<file path="src/rtl/control_sequencer.sv">
// control_sequencer
//   Moore FSM that sequences the single-bus datapath through fetch (T0-T2),
//   decode (T3), execute (T4 / DIV_WAIT) and writeback (T5 / T6) for
//   register-register ALU ops, MUL/DIV, NEG/NOT, NOP and HALT.
//
// Optional build macro: CTRL_SINGLE_STEP_EN
//   When defined, adds input 'step'. T0 only starts a fetch when run and step
//   are both high in the same cycle. One step pulse executes one instruction.
//
// Ports
//   clk, clr        clock, synchronous active-high reset
//   run             fetch enable, sampled only in T0
//   step            (CTRL_SINGLE_STEP_EN only) single-step qualifier for run
//   mem_rdy         memory read data valid
//   ir              IR register contents: opcode[31:27] ra[26:23] rb[22:19] rc[18:15]
//   div_done        divider result ready
//   reg_in/reg_out  one-hot register load / bus-drive selects
//   alu_op          one-hot {SHRA,NOT,NEG,ROL,ROR,SHL,SHR,DIV,MUL,SUB,ADD,OR,AND}
//   PCout..div_rst  bus drivers, register loads, memory read, PC increment, divider reset
//   halted, err     sticky status flags
//   instr_count     retired-instruction count (wraps)
//   state           current state code
module control_sequencer #(
    parameter int DIV_TIMEOUT = 64,
    parameter int CNT_W       = 32
) (
    input  logic             clk,
    input  logic             clr,
    input  logic             run,
`ifdef CTRL_SINGLE_STEP_EN
    input  logic             step,
`endif
    input  logic             mem_rdy,
    input  logic [31:0]      ir,
    input  logic             div_done,
    output logic [15:0]      reg_in,
    output logic [15:0]      reg_out,
    output logic [12:0]      alu_op,
    output logic             PCout,
    output logic             MDRout,
    output logic             Zhighout,
    output logic             Zlowout,
    output logic             MARin,
    output logic             MDRin,
    output logic             IRin,
    output logic             Yin,
    output logic             Zin,
    output logic             HIin,
    output logic             LOin,
    output logic             Read,
    output logic             IncPC,
    output logic             div_rst,
    output logic             halted,
    output logic             err,
    output logic [CNT_W-1:0] instr_count,
    output logic [3:0]       state
);

    localparam int             DCW      = (DIV_TIMEOUT > 2) ? $clog2(DIV_TIMEOUT) : 1;
    localparam logic [DCW-1:0] DIV_LAST = DCW'(DIV_TIMEOUT - 1);

    typedef enum logic [3:0] {
        T0 = 4'd0, T1 = 4'd1, T2 = 4'd2, T3 = 4'd3, T4 = 4'd4,
        DIV_WAIT = 4'd5, T5 = 4'd6, T6 = 4'd7, HALT = 4'd8
    } state_t;

    state_t         state_q, state_d;
    logic [DCW-1:0] div_cnt;
    logic           set_err, set_halt, retire, div_clr, div_inc, go;

    logic [4:0]  opcode;
    logic [3:0]  ra, rb, rc;
    logic        is_alu, is_mul, is_div, is_negnot, is_nop, is_halt;
    logic [12:0] alu_sel;
    logic        unused_ir;

    assign opcode    = ir[31:27];
    assign ra        = ir[26:23];
    assign rb        = ir[22:19];
    assign rc        = ir[18:15];
    assign unused_ir = ^ir[14:0];
    assign state     = state_q;

`ifdef CTRL_SINGLE_STEP_EN
    assign go = run & step;
`else
    assign go = run;
`endif

    function automatic logic [15:0] onehot16(input logic [3:0] idx);
        onehot16 = 16'd1 << idx;
    endfunction

    // Opcode decode; anything not matched is illegal (all class flags low).
    always_comb begin
        is_alu    = 1'b0;
        is_mul    = 1'b0;
        is_div    = 1'b0;
        is_negnot = 1'b0;
        is_nop    = 1'b0;
        is_halt   = 1'b0;
        alu_sel   = 13'd0;
        case (opcode)
            5'b00101: begin is_alu    = 1'b1; alu_sel = 13'h0001; end // and
            5'b00110: begin is_alu    = 1'b1; alu_sel = 13'h0002; end // or
            5'b00011: begin is_alu    = 1'b1; alu_sel = 13'h0004; end // add
            5'b00100: begin is_alu    = 1'b1; alu_sel = 13'h0008; end // sub
            5'b01111: begin is_mul    = 1'b1; alu_sel = 13'h0010; end // mul
            5'b10000: begin is_div    = 1'b1; alu_sel = 13'h0020; end // div
            5'b01001: begin is_alu    = 1'b1; alu_sel = 13'h0040; end // shr
            5'b01011: begin is_alu    = 1'b1; alu_sel = 13'h0080; end // shl
            5'b00111: begin is_alu    = 1'b1; alu_sel = 13'h0100; end // ror
            5'b01000: begin is_alu    = 1'b1; alu_sel = 13'h0200; end // rol
            5'b10001: begin is_negnot = 1'b1; alu_sel = 13'h0400; end // neg
            5'b10010: begin is_negnot = 1'b1; alu_sel = 13'h0800; end // not
            5'b01010: begin is_alu    = 1'b1; alu_sel = 13'h1000; end // shra
            5'b11000: is_nop  = 1'b1;
            5'b11010: is_halt = 1'b1;
            default:  ;
        endcase
    end

    // State register and sticky status; clr overrides every transition.
    always_ff @(posedge clk) begin
        if (clr) begin
            state_q     <= T0;
            halted      <= 1'b0;
            err         <= 1'b0;
            instr_count <= '0;
            div_cnt     <= '0;
        end else begin
            state_q <= state_d;
            if (set_err)  err    <= 1'b1;
            if (set_halt) halted <= 1'b1;
            if (retire)   instr_count <= instr_count + CNT_W'(1);
            if (div_clr)
                div_cnt <= '0;
            else if (div_inc)
                div_cnt <= div_cnt + DCW'(1);
        end
    end

    // Next-state logic
    always_comb begin
        state_d  = state_q;
        set_err  = 1'b0;
        set_halt = 1'b0;
        retire   = 1'b0;
        div_clr  = 1'b0;
        div_inc  = 1'b0;
        case (state_q)
            T0: if (go) state_d = T1;
            T1: if (mem_rdy) state_d = T2;
            T2: state_d = T3;
            T3: begin
                if (is_alu || is_mul || is_div) begin
                    state_d = T4;
                end else if (is_negnot) begin
                    state_d = T5;
                end else if (is_nop) begin
                    state_d = T0;
                    retire  = 1'b1;
                end else if (is_halt) begin
                    state_d  = HALT;
                    set_halt = 1'b1;
                    retire   = 1'b1;
                end else begin
                    state_d = T0;
                    set_err = 1'b1;
                end
            end
            T4: begin
                state_d = is_div ? DIV_WAIT : T5;
                div_clr = 1'b1;
            end
            DIV_WAIT: begin
                // div_done wins over the timeout on the final wait cycle.
                if (div_done) begin
                    state_d = T5;
                    div_clr = 1'b1;
                end else if (div_cnt == DIV_LAST) begin
                    state_d = T0;
                    set_err = 1'b1;
                    div_clr = 1'b1;
                end else begin
                    div_inc = 1'b1;
                end
            end
            T5: begin
                if (is_mul || is_div) begin
                    state_d = T6;
                end else begin
                    state_d = T0;
                    retire  = 1'b1;
                end
            end
            T6: begin
                state_d = T0;
                retire  = 1'b1;
            end
            HALT:    state_d = HALT;
            default: state_d = T0;
        endcase
    end

    // Output decode from the state register (T0 additionally gated by go).
    always_comb begin
        reg_in   = 16'd0;
        reg_out  = 16'd0;
        alu_op   = 13'd0;
        PCout    = 1'b0;
        MDRout   = 1'b0;
        Zhighout = 1'b0;
        Zlowout  = 1'b0;
        MARin    = 1'b0;
        MDRin    = 1'b0;
        IRin     = 1'b0;
        Yin      = 1'b0;
        Zin      = 1'b0;
        HIin     = 1'b0;
        LOin     = 1'b0;
        Read     = 1'b0;
        IncPC    = 1'b0;
        div_rst  = 1'b0;
        case (state_q)
            T0: begin
                PCout = go;
                MARin = go;
                IncPC = go;
            end
            T1: begin
                Read  = 1'b1;
                MDRin = 1'b1;
            end
            T2: begin
                MDRout = 1'b1;
                IRin   = 1'b1;
            end
            T3: begin
                if (is_alu || is_mul || is_div) begin
                    reg_out = onehot16(rb);
                    Yin     = 1'b1;
                    div_rst = is_div;
                end else if (is_negnot) begin
                    reg_out = onehot16(rb);
                    alu_op  = alu_sel;
                    Zin     = 1'b1;
                end
            end
            T4: begin
                reg_out = onehot16(rc);
                alu_op  = alu_sel;
                Zin     = 1'b1;
            end
            DIV_WAIT: begin
                reg_out = onehot16(rc);
                alu_op  = 13'h0020;
                Zin     = 1'b1;
            end
            T5: begin
                Zlowout = 1'b1;
                if (is_mul || is_div)
                    LOin = 1'b1;
                else
                    reg_in = onehot16(ra);
            end
            T6: begin
                Zhighout = 1'b1;
                HIin     = 1'b1;
            end
            default: ;
        endcase
    end

endmodule

</file>
<file path="config.mk">
export PLATFORM = sky130hd
export DESIGN_NAME = control_sequencer
export DESIGN_NICKNAME = d
export VERILOG_FILES = /design/src/rtl/control_sequencer.sv
export SDC_FILE = /design/constraint.sdc
export NUM_CORES = 1
export LEC_CHECK = 0
export ABC_AREA = 1
export CAP_MARGIN = 25
export CORE_ASPECT_RATIO = 0.6
export CORE_MARGIN = 4
export CORE_UTILIZATION = 48
export DETAILED_ROUTE_END_ITERATION = 6
export HOLD_SLACK_MARGIN = 0.08
export PLACE_DENSITY = 0.93
export SYNTH_ARGS = -nofsm -noshare
export SYNTH_HDL_FRONTEND = slang
export SYNTH_SLANG_ARGS = --single-unit
</file>
<file path="constraint.sdc">
create_clock -name clk -period 3.26 [get_ports clk]
set_input_delay 0.326 -clock clk [delete_from_list [all_inputs] [get_ports clk]]
set_output_delay 0.326 -clock clk [all_outputs]
set_load 0.02 [all_outputs]
</file>
Word level (Yosys, flattened, before mapping)
Index checks and enable logic that the tools add are counted.
{ "totals": {"elab_cells": 108, "regBits": 44} }
{ "classes": {"shifts": 3, "n_reduce_logical": 9, "n_eq_ne": 27, "addsub": 2, "mux": 62} }
{ "ops": {"columns": ["cell", "count"], "rows": [
  ["13-bit one-hot mux with 13 select lines", 1],
  ["16-bit two-way mux", 4],
  ["1-bit by 4-bit << shifter with 16-bit output, first input constant", 3],
  ["13-bit one-hot mux with 3 select lines", 1],
  ["1-bit two-way mux", 38],
  ["32-bit by 1-bit adder with 32-bit output, second input constant", 1],
  ["4-bit two-way mux", 8],
  ["16-bit one-hot mux with 2 select lines", 1],
  ["4-bit one-hot mux with 8 select lines", 1],
  ["13-bit two-way mux", 2],
  ["5-bit by 4-bit equality test with 1-bit output, second input constant", 5],
  ["5-bit equality test, second input constant", 5],
  ["5-bit by 3-bit equality test with 1-bit output, second input constant", 4],
  ["4-bit by 3-bit equality test with 1-bit output, second input constant", 4],
  ["9-bit OR reduction", 1],
  ["4-bit by 2-bit equality test with 1-bit output, second input constant", 2],
  ["6-bit by 1-bit adder with 6-bit output, second input constant", 1],
  ["6-bit equality test, second input constant", 1],
  ["1-bit one-hot mux with 2 select lines", 3],
  ["2-bit OR reduction", 3],
  ["5-bit by 2-bit equality test with 1-bit output, second input constant", 1],
  ["4-bit by 1-bit equality test with 1-bit output, second input constant", 1],
  ["4-bit equality test, second input constant", 1],
  ["4-bit logical NOT", 1],
  ["7 further kinds", 10]
]} }

Depth between registers and ports, before layout
{ "depth": {"word_depth": 7, "ltp_mapped": 11, "ltp_nobuf": 11} }

Worst setup path before layout
No wires, ideal clock.
{ "synth_path": {"path_type": "register to output", "from": "register state_q[1] (netlist: state[1])", "to": "output port reg_in[0]", "stages_incl_launch_ff": 7, "required_ps": 2934, "path_slack_ps": 941, "t_arrival_ps": 1993, "cell_sequence": "dfxtp_1 -> inv_2 -> nor3_2 -> nand3_2 -> or2_1 -> buf_2 -> nor2_1"} }
{ "synth_via": {"elab_chain_len": 2} }
{ "synth_rtl": {"columns": ["element", "line_no", "text"], "rows": [
  ["from (decl)", "67", "state_t state_q, state_d;"],
  ["from (signal assigned)", "132", "state_q <= state_d;"],
  ["4-bit by 3-bit equality test with 1-bit output", "225", "case (state_q)"],
  ["16-bit two-way mux", "225", null],
  ["to (decl)", "36", "output logic [15:0] reg_in,"]
]} }
No other way between the ends.

Final worst setup path
{ "layout_path": {"from": "input port ir[28]", "to": "output port reg_out[11]"} }
{ "layout_via": {"elab_chain_len": 7, "elab_cells_between_ends": 24, "classes_between": "13 x eq/ne; 7 x mux; 4 x reduce/logical"} }
{ "layout_rtl": {"columns": ["element", "line_no", "text"], "rows": [
  ["from (decl)", "34", "input logic [31:0] ir,"],
  ["5-bit by 4-bit equality test with 1-bit output (tied with other cells)", "103", "case (opcode)"],
  ["9-bit OR reduction (no line)", null, null],
  ["1-bit two-way mux", "103", null],
  ["1-bit logical OR (2 in series)", "240", "if (is_alu || is_mul || is_div) begin"],
  ["16-bit two-way mux (*)", "240", null],
  ["16-bit one-hot mux with 2 select lines (*)", "225", null],
  ["to (decl)", "37", "output logic [15:0] reg_out,"]
]} }
Mark *: on every way between the ends. The rest lies on a longest branch, timed or not.

==> summary.md <==
| Metric | Value |
|---|---|
| Status | finished, final reports clean |
| Reg-to-Reg Start | state[0] |
| Initial Util | 50.7% |
| Die Wd | 118 um |
| Routed via count | 4,508 |
| Post-Syn Area per Cell | 5.66 um2 |
| Final hold vios | 0 |
| Clk sink count | 44 |
| Setup ws final | 0.176 ns |
| Net Sw Frac | 26.8% |
| Setup WS pre-CTS | 0.173 ns |
| R2r worst-path depth | 7 |
| Worst-path clk slew | 0.06 ns |
| Chip height | 73.7 um |
| Critical path class | in -> out |
| Pwr/cell area | 264 nW/um2 |
| Mapped Nets | 649 |
| Crit share post-route | 94.6% |
| Util after Layout | 70.6% |
| Num CTS Buffers | 5 |
| Most frequent cells in the layout | 192 x nand2_1, 117 x clkdlybuf4s50_1, 114 x nor2_1, 53 x inv_1, 44 x dfxtp_1 |
| Post-CTS Resized | 0 |
| Flip-flop and latch area | 881 um2 |
| HP Class | reg -> reg |
| Yosys warns | 0 |
| Antenna viol nets, final | 0 |
| Share of layout cells above drive strength 1 | 3.61% |
| R2R Setup Slk | 1.16 ns |
| GRT Residual Overflow | 0 |
| Worst-Margin Slew | 0.597 ns |
| Peak Freq | 324 MHz |
| Max VDD drop | 0.000188 V |
| Mapped Area | 3450 um2 |
| Post-CTS Setup Bufs | 0 |
| First-pass GRT wire length | 18.9 mm |
| Antenna diode count | 0 |
| Vias in the first global route | 3,857 |
| Cell Int Power | 0.930 mW |
| H-tree Lvls | 2 |
| Die ar. | 8660 um2 |
| Max-slew violation count | 0 |
| WL final | 11.9 mm |
| Commonest non-fill, non-tap cell in the layout | nand2_1 |
| Worst-path fanout max | 17 |
| CORE AREA | 6820 um2 |
| RSZ-0062 raised after global routing | no |
| Clock share of power | 39.9% |
| CP Capture Type | output port |
| Syn Inst Count | 610 |
| Boundary Pins | 134 |
| Area growth from synthesis to final layout | 39.3% |
| Worst flop-to-flop path endpoint | instr_count[5] |
| Initial antenna violation count | 0 |
| LEAKAGE | 1.79 nW |
| Hold slack | 0.455 ns |
| DR iter-0 viols | 534 |
| Vias/cell | 5.58 |
| Max-Cap Viols | 0 |
| Avg WL per Cell | 14.7 um |
| Sequential power share | 43.4% |
| Drt pass-1 iters | 6 |
| Port Buffers | 118 |
| Crit path from | ir[28] |
| Part of the power in combinational logic | 16.7% |
| Final setup violation count | 0 |
| Dpl hpwl | 9.12 mm |
| CTS tree | done |
| Overall global routing resource usage | 26.3% |
| Row count | 23 |
| Hold_buf cts | 0 |
| Psw | 0.340 mW |
| DR DRC count | 0 |
| Clk root buf | clkbuf_16 |
| Yosys cell types | 36 |
| Max-slew headroom | 60.0% |
| Total negative slack | 0 ns |
| Setup Skew | 0.00973 ns |
| CP startpoint kind | primary input |
| Pin count of the biggest net entering global routing | 46 |
| Final Critical Period | 3.08 ns |
| Seq/Total Area, Yosys | 25.5% |
| Critical Path Sink | reg_out[11] |
| CP required | 2.93 ns |
| Clk buf depth | 2 |
| Synth Register Bits | 44 |
| Crit path arrival time | 2.76 ns |
| Fillcell total | 612 |
| Worst skew pair latency | 0.29 ns |
| GP Congestion | 0.998 |
| Fin nets | 759 |
| Multi-input logic area | 2260 um2 |
==> routing by layer <==
layer  track usage, %  vias to the layer above  wire, um
li1                 -                     2186         -
met1             39.0                     2070      5530
met2             39.7                      228      5030
met3             6.15                       24      1200
met4             3.51                        0       121
met5                0                        -         0
==> power groups by stage <==
stage / Combinational [mW] / Clock [mW] / Sequential, mW
after floorplan: 0.118 / 0 / 0.567
after global placement: 0.204 / 0 / 0.562
after detailed placement: 0.210 / 0 / 0.563
after CTS: 0.211 / 0.509 / 0.551
after global routing: 0.230 / 0.529 / 0.551
final: 0.212 / 0.507 / 0.551
==> final cells by class <==
| type | count | area share, % |
|---|---|---|
| multi-input combinational | 492 | 46.9 |
| clock inverter | 2 | 0.208 |
| clock buffer | 6 | 2.89 |
| sequential | 44 | 18.3 |
| tap | 87 | 2.26 |
| timing repair buffer | 121 | 25.1 |
| inverter | 56 | 4.37 |
==> state kept, by name, summed over array words and instances (netlist names) <==
name         flops
state            4
instr_count     32
div_cnt          6
err              1
halted           1
==> Yosys cell counts, drive strengths merged <==
master  instances  area, um2
nor2          116        438
clkinv          1       3.75
nand2         194        738
nor3b           3       22.5
nor4            1       6.26
and3            1       6.26
clkbuf          4       15.0
or2             1       6.26
inv            55        206
buf            14       93.8
or3             1       6.26
ha              2       25.0
nand4          16        100
o22ai           2       12.5
nand3          47        268
xnor2           1       8.76
dfxtp          44        881
a21oi          43        215
o21bai          2       15.0
o21ai          19       95.1
nand3b         12       90.1
nor3           25        151
and2            1       6.26
xor2            5       43.8
==> cells by family after synthesis <==
kind of cell	after synthesis	synth area share (%)
and+or+nand+nor	418	53.2
buffers and inverters	74	9.24
AOI/OAI and AO/OA	66	9.78
DFF	44	25.5
xor gates and xnor gates	6	1.52
adders and majority gates	2	0.724
==> worst max-delay path: stages <==
cell and delay (ns):
clkdlybuf4s50_1 0.49, nor2_1 0.31, nand3_2 0.20, nand2_1 0.11, nor2_1 0.06, nand3_1 0.14, nand2_2 0.20, o21ai_0 0.27
clkdlybuf4s50_1 0.64
==> metrics by stage <==
stage          total power, mW  instance area, um2  cells
6_report                  1.27                4810    808
3_5_place_dp             0.772                4660    800
2_1_floorplan            0.685                3450    610
5_1_grt                   1.31                4810    808
4_1_cts                   1.27                4810    808
3_3_place_gp             0.766                4660    800
==> worst min-delay path by stage <==
stage                      endpoint  cells past startpoint   start
floorplan           instr_count[13]                      1     clr
CTS                          halted                      2  halted
global route                 halted                      2  halted
detailed placement           halted                      2  halted
global placement             halted                      2  halted
finish                       halted                      2  halted
Power figures use the tool's default switching activity.
